--- src/rtl/uart_rx_frame_ctrl_if.sv ---
// UART RX frame controller bundle: serial line, parity-checker link, RX word output.
// master = frame controller side, slave = line / checker / consumer side.
interface uart_rx_frame_ctrl_if #(
    parameter int width = 8
);
    logic             RX_IN;
    logic             PAR_EN;
    logic             par_error;
    logic             EN;
    logic             Par_chk_en;
    logic             Sampled_Parity_bit;
    logic [width-1:0] P_Data;
    logic             data_valid;
    logic             framing_error;
    logic             parity_fail;

    modport master (
        input  RX_IN, PAR_EN, par_error,
        output EN, Par_chk_en, Sampled_Parity_bit, P_Data,
        output data_valid, framing_error, parity_fail
    );

    modport slave (
        output RX_IN, PAR_EN, par_error,
        input  EN, Par_chk_en, Sampled_Parity_bit, P_Data,
        input  data_valid, framing_error, parity_fail
    );
endinterface

--- src/rtl/uart_rx_frame_ctrl.sv ---
// UART RX frame controller: start detect, mid-bit majority vote, LSB-first
// deserialize, parity handoff to checker, stop check. Ports: clk, rst_n, bus (master).
module uart_rx_frame_ctrl #(
    parameter int width    = 8,
    parameter int PRESCALE = 8
) (
    input  logic                  clk,
    input  logic                  rst_n,
    uart_rx_frame_ctrl_if.master  bus
);
    localparam int ECW = $clog2(PRESCALE);
    localparam int BCW = $clog2(width) + 1;

    localparam logic [ECW-1:0] EC_LAST = ECW'(PRESCALE - 1);
    localparam logic [ECW-1:0] EC_S0   = ECW'(PRESCALE / 2 - 1);
    localparam logic [ECW-1:0] EC_S1   = ECW'(PRESCALE / 2);
    localparam logic [ECW-1:0] EC_S2   = ECW'(PRESCALE / 2 + 1);
    localparam logic [BCW-1:0] BC_LAST = BCW'(width - 1);

    typedef enum logic [2:0] {IDLE, START, DATA, PARITY, STOP} state_t;

    state_t           state_q;
    logic [ECW-1:0]   edge_cnt_q;
    logic [BCW-1:0]   bit_cnt_q;
    logic [1:0]       smp_q;
    logic             sampled_bit_q;
    logic             par_en_q;
    logic [width-1:0] p_data_q;
    logic [width-1:0] p_data_d;
    logic             spb_q;
    logic             en_q;
    logic             pce_q;
    logic             dv_q;
    logic             fe_q;
    logic             pf_q;
    logic             end_of_bit;
    logic             vote_d;

    assign end_of_bit = (edge_cnt_q == EC_LAST);
    assign p_data_d   = {sampled_bit_q, p_data_q[width-1:1]};
    // third capture is the live line; vote lands well before end of bit
    assign vote_d     = (smp_q[0] & smp_q[1]) |
                        (smp_q[0] & bus.RX_IN) |
                        (smp_q[1] & bus.RX_IN);

    always_ff @(posedge clk or negedge rst_n) begin
        if (!rst_n) begin
            smp_q         <= '0;
            sampled_bit_q <= 1'b0;
        end else if (state_q != IDLE) begin
            if (edge_cnt_q == EC_S0) smp_q[0] <= bus.RX_IN;
            if (edge_cnt_q == EC_S1) smp_q[1] <= bus.RX_IN;
            if (edge_cnt_q == EC_S2) sampled_bit_q <= vote_d;
        end
    end

    always_ff @(posedge clk or negedge rst_n) begin
        if (!rst_n) begin
            state_q    <= IDLE;
            edge_cnt_q <= '0;
            bit_cnt_q  <= '0;
            par_en_q   <= 1'b0;
            p_data_q   <= '0;
            spb_q      <= 1'b0;
            en_q       <= 1'b0;
            pce_q      <= 1'b0;
            dv_q       <= 1'b0;
            fe_q       <= 1'b0;
            pf_q       <= 1'b0;
        end else begin
            pce_q <= 1'b0;
            dv_q  <= 1'b0;
            fe_q  <= 1'b0;
            pf_q  <= 1'b0;
            // power-of-two prescale: natural wrap at PRESCALE-1
            edge_cnt_q <= edge_cnt_q + ECW'(1);
            case (state_q)
                IDLE: begin
                    edge_cnt_q <= '0;
                    if (!bus.RX_IN) begin
                        // detection cycle is tick 0 of the start bit
                        state_q    <= START;
                        edge_cnt_q <= ECW'(1);
                        par_en_q   <= bus.PAR_EN;
                        en_q       <= 1'b1;
                    end
                end
                START: begin
                    if (end_of_bit) begin
                        if (sampled_bit_q) begin
                            state_q <= IDLE;
                            en_q    <= 1'b0;
                        end else begin
                            state_q   <= DATA;
                            bit_cnt_q <= '0;
                        end
                    end
                end
                DATA: begin
                    if (end_of_bit) begin
                        p_data_q  <= p_data_d;
                        bit_cnt_q <= bit_cnt_q + BCW'(1);
                        if (bit_cnt_q == BC_LAST)
                            state_q <= par_en_q ? PARITY : STOP;
                    end
                end
                PARITY: begin
                    if (end_of_bit) begin
                        spb_q   <= sampled_bit_q;
                        pce_q   <= 1'b1;
                        state_q <= STOP;
                    end
                end
                STOP: begin
                    if (end_of_bit) begin
                        state_q <= IDLE;
                        en_q    <= 1'b0;
                        if (!sampled_bit_q)
                            fe_q <= 1'b1;
                        else if (par_en_q && bus.par_error)
                            pf_q <= 1'b1;
                        else
                            dv_q <= 1'b1;
                    end
                end
                default: begin
                    state_q <= IDLE;
                    en_q    <= 1'b0;
                end
            endcase
        end
    end

    assign bus.EN                 = en_q;
    assign bus.Par_chk_en         = pce_q;
    assign bus.Sampled_Parity_bit = spb_q;
    assign bus.P_Data             = p_data_q;
    assign bus.data_valid         = dv_q;
    assign bus.framing_error      = fe_q;
    assign bus.parity_fail        = pf_q;
endmodule

--- src/flat_wrapper.sv ---
// flat-port wrapper written by rule: the top's interface ports become plain ports
module uart_rx_frame_ctrl_flat 
#(
    parameter int width    = 8,
    parameter int PRESCALE = 8
)
  (clk, rst_n, bus_RX_IN, bus_PAR_EN, bus_par_error, bus_EN, bus_Par_chk_en, bus_Sampled_Parity_bit, bus_P_Data, bus_data_valid, bus_framing_error, bus_parity_fail);
  uart_rx_frame_ctrl_if #(.width(width)) bus_i ();
  input  logic clk;
  input  logic rst_n;
  input wire logic [$bits(bus_i.RX_IN)-1:0] bus_RX_IN;
  input wire logic [$bits(bus_i.PAR_EN)-1:0] bus_PAR_EN;
  input wire logic [$bits(bus_i.par_error)-1:0] bus_par_error;
  output wire logic [$bits(bus_i.EN)-1:0] bus_EN;
  output wire logic [$bits(bus_i.Par_chk_en)-1:0] bus_Par_chk_en;
  output wire logic [$bits(bus_i.Sampled_Parity_bit)-1:0] bus_Sampled_Parity_bit;
  output wire logic [$bits(bus_i.P_Data)-1:0] bus_P_Data;
  output wire logic [$bits(bus_i.data_valid)-1:0] bus_data_valid;
  output wire logic [$bits(bus_i.framing_error)-1:0] bus_framing_error;
  output wire logic [$bits(bus_i.parity_fail)-1:0] bus_parity_fail;
  assign bus_i.RX_IN = bus_RX_IN;
  assign bus_i.PAR_EN = bus_PAR_EN;
  assign bus_i.par_error = bus_par_error;
  assign bus_EN = bus_i.EN;
  assign bus_Par_chk_en = bus_i.Par_chk_en;
  assign bus_Sampled_Parity_bit = bus_i.Sampled_Parity_bit;
  assign bus_P_Data = bus_i.P_Data;
  assign bus_data_valid = bus_i.data_valid;
  assign bus_framing_error = bus_i.framing_error;
  assign bus_parity_fail = bus_i.parity_fail;
  uart_rx_frame_ctrl #(.width(width), .PRESCALE(PRESCALE)) u_core (.clk(clk), .rst_n(rst_n), .bus(bus_i));
endmodule
--- config.mk ---
export PLATFORM = sky130hd
export DESIGN_NAME = uart_rx_frame_ctrl_flat
export DESIGN_NICKNAME = d
export VERILOG_FILES = /design/src/rtl/uart_rx_frame_ctrl_if.sv /design/src/rtl/uart_rx_frame_ctrl.sv /design/src/flat_wrapper.sv
export SDC_FILE = /design/constraint.sdc
export NUM_CORES = 1
export LEC_CHECK = 0
export ABC_AREA = 1
export BUFFER_PORTS_ARGS = -buffer_cell sky130_fd_sc_hd__buf_2
export CELL_PAD_IN_SITES_DETAIL_PLACEMENT = 0
export CELL_PAD_IN_SITES_GLOBAL_PLACEMENT = 2
export CORE_MARGIN = 5
export CORE_UTILIZATION = 34
export DETAILED_ROUTE_END_ITERATION = 16
export GPL_TIMING_DRIVEN = 1
export PLACE_DENSITY_LB_ADDON = 0.05
export SLEW_MARGIN = 25
export SYNTH_ARGS = -nofsm -noshare
export SYNTH_HDL_FRONTEND = slang
export SYNTH_SLANG_ARGS = --single-unit
export TNS_END_PERCENT = 5
--- constraint.sdc ---
create_clock -name clk -period 1.8 [get_ports clk]
set_input_delay 0.09 -clock clk [delete_from_list [all_inputs] [get_ports clk]]
set_output_delay 0.09 -clock clk [all_outputs]
set_load 0.005 [all_outputs]
== Word level (Yosys, flattened, before mapping) ==
Index checks and enable logic that the tools add are counted.

* Flip-flop bits (word level): 28
* Bits of input ports: 5
* Word-level logic and storage cells: 87
* Output and inout port bits: 14

* Bitwise operators: 7
* Muxes and demuxes: 33
* Equality and inequality tests: 17
* Add/sub/neg operators: 2
* Reductions and logical operators: 14

{| class="wikitable"
|+ Operator list
! kind !! count
|-
| $mux 3 || 8
|-
| $mux 1 || 18
|-
| $pmux 3 s5 || 1
|-
| $eq 3x3->1 const B || 4
|-
| $mux 4 || 3
|-
| $ne 2x1->1 const B || 6
|-
| $reduce_and 2->1 || 6
|-
| $eq 3x2->1 const B || 3
|-
| $pmux 4 s2 || 1
|-
| $reduce_and 6->1 || 1
|-
| $reduce_and 5->1 || 1
|-
| $add 4x1->4 const B || 1
|-
| $eq 4x3->1 const B || 1
|-
| $ne 2x2->1 const B || 2
|-
| $pmux 1 s4 || 1
|-
| $reduce_and 4->1 || 1
|-
| $add 3x1->3 const B || 1
|-
| $and 1x1->1 || 3
|-
| $eq 3x1->1 const B || 1
|-
| $logic_not 3->1 || 1
|-
| $reduce_bool 3->1 || 1
|-
| $mux 2 || 1
|-
| $not 1->1 || 2
|-
| $or 1x1->1 || 2
|-
| other kinds (3) || 3
|}

== Longest topological paths before layout ==
Gate-level depths: netlist of the first run.

* Depth after elaboration: 5
* Gate-level depth with buffers: 8
* Gate-level depth less buffers: 8

== Worst setup path after synthesis of the first run ==
Ideal clock, no wire load.

* Path type: register to register
* Start: reg u_core.edge_cnt_q[0]
* End: reg u_core.state_q[0]
* Path buffers: 0
* Slack: 0.299 ns
* Setup time: 0.121 ns
* Data arrival time: 1.380 ns
* Stages on the path, launching flop included: 9
* Clock period less this slack: 1.501 ns
* Data required time: 1.679 ns
* Cell sequence: dfrtp_1 ha_1 ha_1 inv_1 nand4_1 nand2_2 nor2_2 nand2_1 nand2_1

* Word-level cells in the longest chain between the ends: 3
* Elaborated cells between the ends (all ways): 6
* Classes of those cells: 5 x eq/ne; 1 x reduce/logical

{| class="wikitable"
|+ Ends and longest elaborated chain
! item !! line !! source
|-
| from (decl) || uart_rx_frame_ctrl.sv:23 || <nowiki>logic [ECW-1:0] edge_cnt_q;</nowiki>
|-
| from (signal assigned) || uart_rx_frame_ctrl.sv:76 || <nowiki>edge_cnt_q <= edge_cnt_q + ECW'(1);</nowiki>
|-
| $eq 3x3->1 * || uart_rx_frame_ctrl.sv:39 || <nowiki>assign end_of_bit = (edge_cnt_q == EC_LAST);</nowiki>
|-
| $ne 2x1->1 (no source line) || -- ||
|-
| $reduce_and 6->1 (no source line) * || -- ||
|-
| to (signal assigned) || uart_rx_frame_ctrl.sv:104 || <nowiki>state_q <= par_en_q ? PARITY : STOP;</nowiki>
|-
| to (decl) || uart_rx_frame_ctrl.sv:22 || <nowiki>state_t state_q;</nowiki>
|}

Every way passes the cells marked *; elsewhere a longest branch is shown, timed or not.
A chain may end at the register's enable or synchronous reset.

== Final worst setup path of the first run ==
Same ends and word-level chain as after synthesis.

==> run metrics, run 1 <==
worst hold slack 55.8 ps; largest net degree at the start of global routing 29; hold crit path type input pin to register; f_max 631 MHz; Comb power frac 44.7%; Area Overhead vs Synth 15.6%; leakage 0.819 nW; Psw 1.10 mW; top post-synthesis cells by area dfrtp_1 51%, nand2_1 7.9%, ha_1 6.4%, inv_1 4.1%, nand3_1 3.6%; Setup Total Neg Slack 0 ps; layout cells sized above 1 27.6%; final setup skew 5.92 ps; switching share of power 41.9%; Worst-path clk slew 90 ps; GR Overflow Total 0; Post-CTS Setup Bufs 0; critical path class register to register; Num CTS Buffers 3; normalized max-slew margin 55.6%; 1st-pass router iterations 4; worst-path fanout max 4; most common cell after layout, fill and taps aside nand2_1; ANT nets after route 0; CTS sink count 28; P_int 1.53 mW; CTS tree built; crit path time final 1580 ps; status finished clean; Clock Latency Late Sink 270 ps; cts repair resizes 0; crit start category register; area occupied by multi-input gates 591 um2; Worst VDD drop 655 uV; max cap viols 0; DRT iter0 DRCs 61; CTS root buf clkbuf_8; Fillers 409; Chip Width 73.5 um; H-Tree Depth 1; Finished Core Util 40.2%; Post-Syn Area 1370 um2; RSZ-0062 raised after global routing no; fin area 1590 um2; Final #Nets 183; pre-CTS setup slack 232 ps; sequential fraction of the synthesis area 51.0%; synth warn 0; Core Region 3940 um2; Via density 4.63; Req. time, crit path 1960 ps; Synth area leader dfrtp_1; area share of the largest cell type after synthesis 51.0%; WL/cell 12.2 um; setup ws final 215 ps; placed instance area 1520 um2; antenna cells 0; Avg Inst Size Synth 9.34 um2; Detailed Place HPWL 2000 um; register area 701 um2; Routability Congestion 0.867; total global-route track usage 10.7%; Ports 19; most frequent cells in the layout 29 x nand2_1, 28 x dfrtp_1, 18 x buf_2; die area 5410 um2; flops & latches, synth 28; count of cell types in the netlist 27; endpoint type of the worst setup path register; Max Buffers Root-to-Sink 2; first-pass GRT wire length 4440 um; Clock power frac 14.6%; vias in the first global route 955; CP Data Arrival Time 1750 ps; Flop pwr share 40.7%; starting density of the core 34.8%; DRC 0; Die Y 73.5 um; Pwr Density 1660 nW/um2; Tcrit/Tclk final 88.0%; Mapped Cells 147; Finish-stage setup viols 0; Synth Net Count 159; Final Hold Viols 0; initial antenna violation count 0; via count 1019; worst slew pin tran 666 ps; Routed Wire Length 2680 um; max-slew violation count 0; IO Port Bufs 18; Rows 23
flip-flops by register name, indices dropped and copies added, names as in the netlist, 2 cells and up:
signal and cells:
u_core.bus.P_Data 8, u_core.bit_cnt_q 4, u_core.edge_cnt_q 3, u_core.state_q 3
u_core.smp_q 2
critical path: stages (launching register included):
cell     delay [ps]
dfrtp_1         420
ha_1            250
ha_1            200
inv_1           120
nand4_1         180
nand2_2         140
nor2_2           60
nand2_1          50
nand2_1          50
cell type report:
type	count	area share, %
repair buffers	20	6.78
clock buffers	4	3.47
inverters	18	4.42
flip-flops and latches	28	44.2
multi-input cells	100	37.2
well taps	50	3.94
power by group through the flow:
stage / Combinational (mW) / Clock [mW] / Sequential, mW
after detailed placement: 1.20 / 0 / 1.09
final: 1.18 / 0.384 / 1.07
after global routing: 1.36 / 0.426 / 1.10
after floorplan: 0.872 / 0 / 1.06
after CTS: 1.20 / 0.409 / 1.08
after global placement: 1.18 / 0 / 1.08
final timing paths:
check	end	from	depth (start not counted)	slack, ps
min	u_core.par_en_q$_DFFE_PN0P_	bus_PAR_EN	3	60
min reg2reg	u_core.bus.framing_error$_DFF_PN0_	u_core.sampled_bit_q$_DFFE_PN0P_	1	470
max reg2reg	u_core.state_q[0]$_DFFE_PN0P_	u_core.edge_cnt_q[0]$_DFF_PN0_	8	220
min in group asynchronous	u_core.bus.framing_error$_DFF_PN0_	rst_n	2	380
max	u_core.state_q[0]$_DFFE_PN0P_	u_core.edge_cnt_q[0]$_DFF_PN0_	8	220
max in group asynchronous	u_core.bus.P_Data[7]$_DFFE_PN0P_	rst_n	2	1000
per-stage QoR:
stage,power [mW],instances
after floorplan,1.94,147
after global placement,2.27,215
after detailed placement,2.28,215
after CTS,2.68,220
after global routing,2.89,220
final,2.63,220
what timing repair did:
item / CTS / global route
endpoints found under the hold margin: 28 / 0
setup endpoints to repair: 0 / 0
hold buffers: 1 / 0
layer usage:
metal  vias up  share of wire (%)  GRT usage [%]
met2        23                 42           16.1
li1        524                  -              -
met5         -                  0              0
met3         4                5.8           2.19
met1       468                 50           14.7
met4         0                1.7           4.83
synthesized netlist by cell type:
library cell	number
ha_1	7
maj3_1	1
buf_6	1
or2_1	1
inv_4	1
nand4_1	2
nor3_1	1
nand3_1	10
nand2_4	3
dfrtp_1	28
a31oi_1	1
o21bai_1	1
o21ai_2	5
a21oi_1	3
nor2_1	10
nand2_2	5
nor4_1	1
nor2_2	2
nor2_4	2
inv_1	15
o21ai_1	4
and2_1	1
a21oi_2	3
o21ai_0	7
inv_2	2
or2_2	1
nand2_1	29
cells by family after synthesis:
family / Yosys count / share of synthesized area [%]
and+or+nand+nor: 68 / 24.7
AOI/OAI and AO/OA: 24 / 11.2
buffers and inverters: 19 / 5.93
adders and majority gates: 8 / 7.11
DFF: 28 / 51.0
Power figures use the tool's default switching activity.
==> run 2: changes to the inputs <==
==> constraint.sdc (replaced) <==
create_clock -name clk -period 1.8 [get_ports clk]
set_input_delay 0.54 -clock clk [delete_from_list [all_inputs] [get_ports clk]]
set_output_delay 0.54 -clock clk [all_outputs]
set_load 0.005 [all_outputs]
==> run metrics, run 2 (synthesis results as in run 1) <==
via count 1017; Finish-stage setup viols 0; endpoint type of the worst setup path register; Clock power frac 14.6%; layout cells sized above 1 27.8%; Ports 19; Flop pwr share 40.7%; Post-Layout Cell Count 219; crit start category register; Req. time, crit path 1960 ps; Comb power frac 44.7%; largest net degree at the start of global routing 29; Worst-path clk slew 90 ps; status finished clean; worst slew pin tran 665 ps; f_max 631 MHz; placed instance area 1520 um2; worst-path cell chain ha_1, ha_1, inv_1, nand4_1, nand2_2, nor2_2, nand2_1, nand2_1; IO Port Bufs 18; hold crit path type input pin to async pin; cts repair resizes 0; critical path class register to register; crit path time final 1580 ps; Finished Core Util 40.0%; hold buffers post-CTS 0; number of flip-flops in the largest register 8; slowest cell on the critical path dfrtp_1; Detailed Place HPWL 2000 um; Routed Wire Length 2670 um; reg2reg start u_core.edge_cnt_q[0]$_DFF_PN0_; Routability Congestion 0.867; fin area 1580 um2; Worst VDD drop 655 uV; Final #Nets 182; Tcrit/Tclk final 88.0%; Max Buffers Root-to-Sink 2; max-slew violation count 0; Final Hold Viols 0; Max stage delay on crit path 420 ps; Clock Latency Late Sink 270 ps; DRC 0; Psw 1.10 mW; H-Tree Depth 1; CTS tree built; die area 5410 um2; CP Data Arrival Time 1750 ps; most common cell after layout, fill and taps aside nand2_1; Fillers 410; Num CTS Buffers 3; 1st-pass router iterations 4; P_int 1.53 mW; Setup Total Neg Slack 0 ps; RR Endpoint u_core.state_q[0]$_DFFE_PN0P_; Via density 4.64; CTS root buf clkbuf_8; WL/cell 12.2 um; Area Overhead vs Synth 14.9%; GR Overflow Total 0; first-pass GRT wire length 4440 um; total global-route track usage 10.7%; starting density of the core 34.8%; vias in the first global route 955; Core Region 3940 um2; most frequent cells in the layout 29 x nand2_1, 28 x dfrtp_1, 18 x buf_2; switching share of power 41.9%; final setup skew 5.92 ps; DRT iter0 DRCs 61; normalized max-slew margin 55.7%; ANT nets after route 0; Die Y 73.5 um; worst-path fanout max 4; Placed Instances 215; leakage 0.815 nW; RSZ-0062 raised after global routing no; Post-CTS Setup Bufs 0; CTS sink count 28; R2R setup slack 220 ps; Chip Width 73.5 um; initial antenna violation count 0; antenna cells 0; cells on worst reg2reg path 8; Pwr Density 1670 nW/um2; Rows 23; max cap viols 0
## run 2: changes by cell type in the layout (fill, tap and decap cells not counted)
cell           before  now
dlygate4sd3_1       1    0
## run 2: metal layers
layer | vias to the layer above | track usage (%) | routed length (um)
met5 | - | 0 | 0
met4 | 0 | 4.83 | 46
met3 | 4 | 2.19 | 154
met2 | 23 | 16.1 | 1130
met1 | 468 | 14.7 | 1340
li1 | 522 | - | -
## run 2: worst max path at each step
| stage | depth (start not counted) | slack (ps) | start | endpoint |
|---|---|---|---|---|
| 3_3_place_gp | 8 | 260 | u_core.edge_cnt_q[0]$_DFF_PN0_ | u_core.state_q[0]$_DFFE_PN0P_ |
| 6_report | 8 | 220 | u_core.edge_cnt_q[0]$_DFF_PN0_ | u_core.state_q[0]$_DFFE_PN0P_ |
| 3_5_place_dp | 7 | 230 | u_core.edge_cnt_q[0]$_DFF_PN0_ | u_core.bit_cnt_q[3]$_DFFE_PN0P_ |
| 5_1_grt | 7 | 90 | u_core.edge_cnt_q[0]$_DFF_PN0_ | u_core.bit_cnt_q[3]$_DFFE_PN0P_ |
| 2_1_floorplan | 8 | 300 | u_core.edge_cnt_q[0]$_DFF_PN0_ | u_core.state_q[0]$_DFFE_PN0P_ |
| 4_1_cts | 7 | 200 | u_core.edge_cnt_q[0]$_DFF_PN0_ | u_core.bit_cnt_q[2]$_DFFE_PN0P_ |
## run 2: area by class of cell
cell class	instances	area [um2]	share of cell area [%]
flip-flops and latches	28	701	44.4
inverters	18	70.1	4.44
well taps	50	62.6	3.97
clock buffers	4	55.1	3.49
repair buffers	19	97.6	6.19
multi-input cells	100	591	37.5
## run 2: metrics by stage
stage / power (mW) / hold slack [ps] / setup WS, ps
after detailed placement: 2.28 / 454 / 232
after global placement: 2.27 / 453 / 259
after floorplan: 1.94 / 244 / 299
final: 2.63 / 292 / 215
after global routing: 2.88 / 332 / 90.7
after CTS: 2.68 / 296 / 198
## run 2: power groups by stage
stage	clock network [mW]	registers [mW]	logic, mW
2_1_floorplan	0	1.06	0.872
3_3_place_gp	0	1.08	1.18
3_5_place_dp	0	1.09	1.20
4_1_cts	0.409	1.08	1.20
5_1_grt	0.426	1.10	1.35
6_report	0.384	1.07	1.17
## run 2: worst max-delay path: cells and delay by family, from the launching register on
kind / cells / cell delay (ps)
AND/OR/NAND/NOR: 5 / 480
buffers and inverters: 1 / 120
flip-flops: 1 / 420
adder cells (fa/ha/maj): 2 / 450
==> run 3: changes to the inputs <==
--- a/config.mk
+++ b/config.mk
@@ -5,12 +5,11 @@
 export SDC_FILE = /design/constraint.sdc
 export NUM_CORES = 1
 export LEC_CHECK = 0
-export ABC_AREA = 1
 export BUFFER_PORTS_ARGS = -buffer_cell sky130_fd_sc_hd__buf_2
 export CELL_PAD_IN_SITES_DETAIL_PLACEMENT = 0
 export CELL_PAD_IN_SITES_GLOBAL_PLACEMENT = 2
 export CORE_MARGIN = 5
-export CORE_UTILIZATION = 34
+export CORE_UTILIZATION = 38
 export DETAILED_ROUTE_END_ITERATION = 16
 export GPL_TIMING_DRIVEN = 1
 export PLACE_DENSITY_LB_ADDON = 0.05
==> run metrics, run 3 <==
Final #Nets 157; P_int 1.46 mW; layout cells sized above 1 28.5%; total power 2.18 mW; status finished clean; largest net degree at the start of global routing 29; vias in the first global route 990; worst-path fanout max 10; via count 978; Comb power frac 35.5%; Num CTS Buffers 3; slowest cell on the critical path dfrtp_1; Post-CTS Setup Bufs 0; hold crit path type input pin to async pin; die area 5190 um2; CP Data Arrival Time 1840 ps; final setup skew 3.27 ps; Synth area leader dfrtp_1; Chip Width 72.0 um; ys async rst share 100%; setup ws final 121 ps; flops & latches, synth 28; normalized max-slew margin 56.8%; Area Overhead vs Synth 15.7%; Mapped Cells 121; cells on worst reg2reg path 5; fin area 1690 um2; Placed Instances 188; total global-route track usage 11.5%; Max Buffers Root-to-Sink 2; number of flops mapped to enable cells by yosys 0; RR Endpoint u_core.bus.P_Data[6]$_DFFE_PN0P_; Ports 19; first-pass GRT wire length 4790 um; count of cell types in the netlist 41; Req. time, crit path 1960 ps; Avg Inst Size Synth 12.1 um2; IO Port Bufs 18; Core Region 3690 um2; initial antenna violation count 0; GR Overflow Total 0; critical path class register to register; Synth Net Count 133; cts repair resizes 0; CTS root buf clkbuf_8; Clock Latency Late Sink 270 ps; sequential fraction of the synthesis area 47.9%; Flop pwr share 41.7%; max-slew violation count 0; starting density of the core 39.7%; hold buffers post-CTS 0; crit start category register; 1st-pass router iterations 4; H-Tree Depth 1; crit path time final 1680 ps; Routability Congestion 0.753; Setup Total Neg Slack 0 ps; Routed Wire Length 2720 um; Clock power frac 22.8%; Worst-path clk slew 100 ps; WL/cell 14.2 um; Max stage delay on crit path 390 ps; Setup crit end u_core.bus.P_Data[6]$_DFFE_PN0P_; Psw 0.715 mW; worst slew pin tran 647 ps; Post-Syn Area 1460 um2; Pwr Density 1290 nW/um2; Finish-stage setup viols 0; CP dominant cell by count ha_1; pre-CTS setup slack 54.8 ps; antenna cells 0; Die Y 72.0 um; area share of the largest cell type after synthesis 47.9%; count leader, synth dfrtp_1; placed instance area 1620 um2; top post-synthesis cells by area dfrtp_1 48%, mux2_1 9.2%, ha_1 6.0%, nor2b_1 2.1%, mux2_4 2.1%; f_max 596 MHz; number of flip-flops in the largest register 8; most frequent cells in the layout 28 x dfrtp_1, 18 x buf_2, 12 x mux2_1; R2R setup slack 120 ps; Post-Layout Cell Count 192; leakage 0.825 nW; Final Hold Viols 0; endpoint type of the worst setup path register; DRC 0; max cap viols 0; Via density 5.09; switching share of power 32.8%; worst-path cell chain ha_1, ha_1, buf_4, and2_2, mux2_1; Worst VDD drop 577 uV; Main synth FF type dfrtp_1; reg2reg start u_core.edge_cnt_q[0]$_DFF_PN0_; CTS sink count 28; ANT nets after route 0; synth warn 0; Tcrit/Tclk final 93.3%; RSZ-0062 raised after global routing no; Critical Path Start u_core.edge_cnt_q[0]$_DFF_PN0_; CTS tree built; most frequent cells after synthesis 28 x dfrtp_1, 12 x mux2_1, 7 x ha_1, 7 x nand2_1, 6 x inv_1; most common cell after layout, fill and taps aside dfrtp_1; Finished Core Util 45.9%; DRT iter0 DRCs 46; Rows 22; Detailed Place HPWL 1950 um; worst hold slack 281 ps
## run 3: changes by cell type in the layout (fill, tap and decap cells not counted), sizes merged, moves of 4 or more
cell,before,now
nand2,37,7
o21ai,16,4
o211ai,0,4
nor2b,0,5
buf,19,26
mux2,0,14
nand3,10,2
nor2,14,4
inv,18,6
## run 3: worst max-delay path: cells and delay by family (launching register included)
family                   cells  cell delay (ps)
adder cells (fa/ha/maj)      2              440
flip-flops                   1              390
buffers and inverters        1              170
multiplexers                 1              330
AND/OR/NAND/NOR              1              240
## run 3: routing by layer
metal	track usage [%]	up-vias	part of all wire (%)
li1	-	476	-
met5	0	-	0
met3	2.35	2	5.2
met1	16.0	482	50
met4	3.76	0	0.85
met2	18.1	18	44
## run 3: final cells by class
type	instances	area (um2)
Inverter	6	22.5
Fill cell	379	2000
Clock buffer	3	41.3
Timing Repair Buffer	26	150
Tap cell	48	60.1
Clock inverter	1	30.0
Multi-Input combinational cell	80	687
Sequential cell	28	701
## run 3: cell families after synthesis
logic type,after synthesis,synth area share (%)
muxes,16,12.7
buffers and inverters,13,5.22
adders and majority gates,8,6.67
AOI/OAI and AO/OA,17,8.13
and+or+nand+nor,39,19.4
DFF,28,47.9
## run 3: power groups by stage
stage	registers [mW]	logic, mW	clock network, mW
2_1_floorplan	0.897	0.603	0
3_3_place_gp	0.922	0.774	0
3_5_place_dp	0.923	0.783	0
4_1_cts	0.910	0.785	0.520
5_1_grt	0.932	0.875	0.547
6_report	0.908	0.773	0.496
## run 3: worst min-delay path by stage
stage	end	depth (start not counted)
floorplan	u_core.bit_cnt_q[0]$_DFFE_PN0P_	0
global placement	u_core.bus.P_Data[0]$_DFFE_PN0P_	1
detailed placement	u_core.bus.P_Data[0]$_DFFE_PN0P_	1
CTS	u_core.bit_cnt_q[2]$_DFFE_PN0P_	1
global route	u_core.bit_cnt_q[0]$_DFFE_PN0P_	1
finish	u_core.bit_cnt_q[2]$_DFFE_PN0P_	1
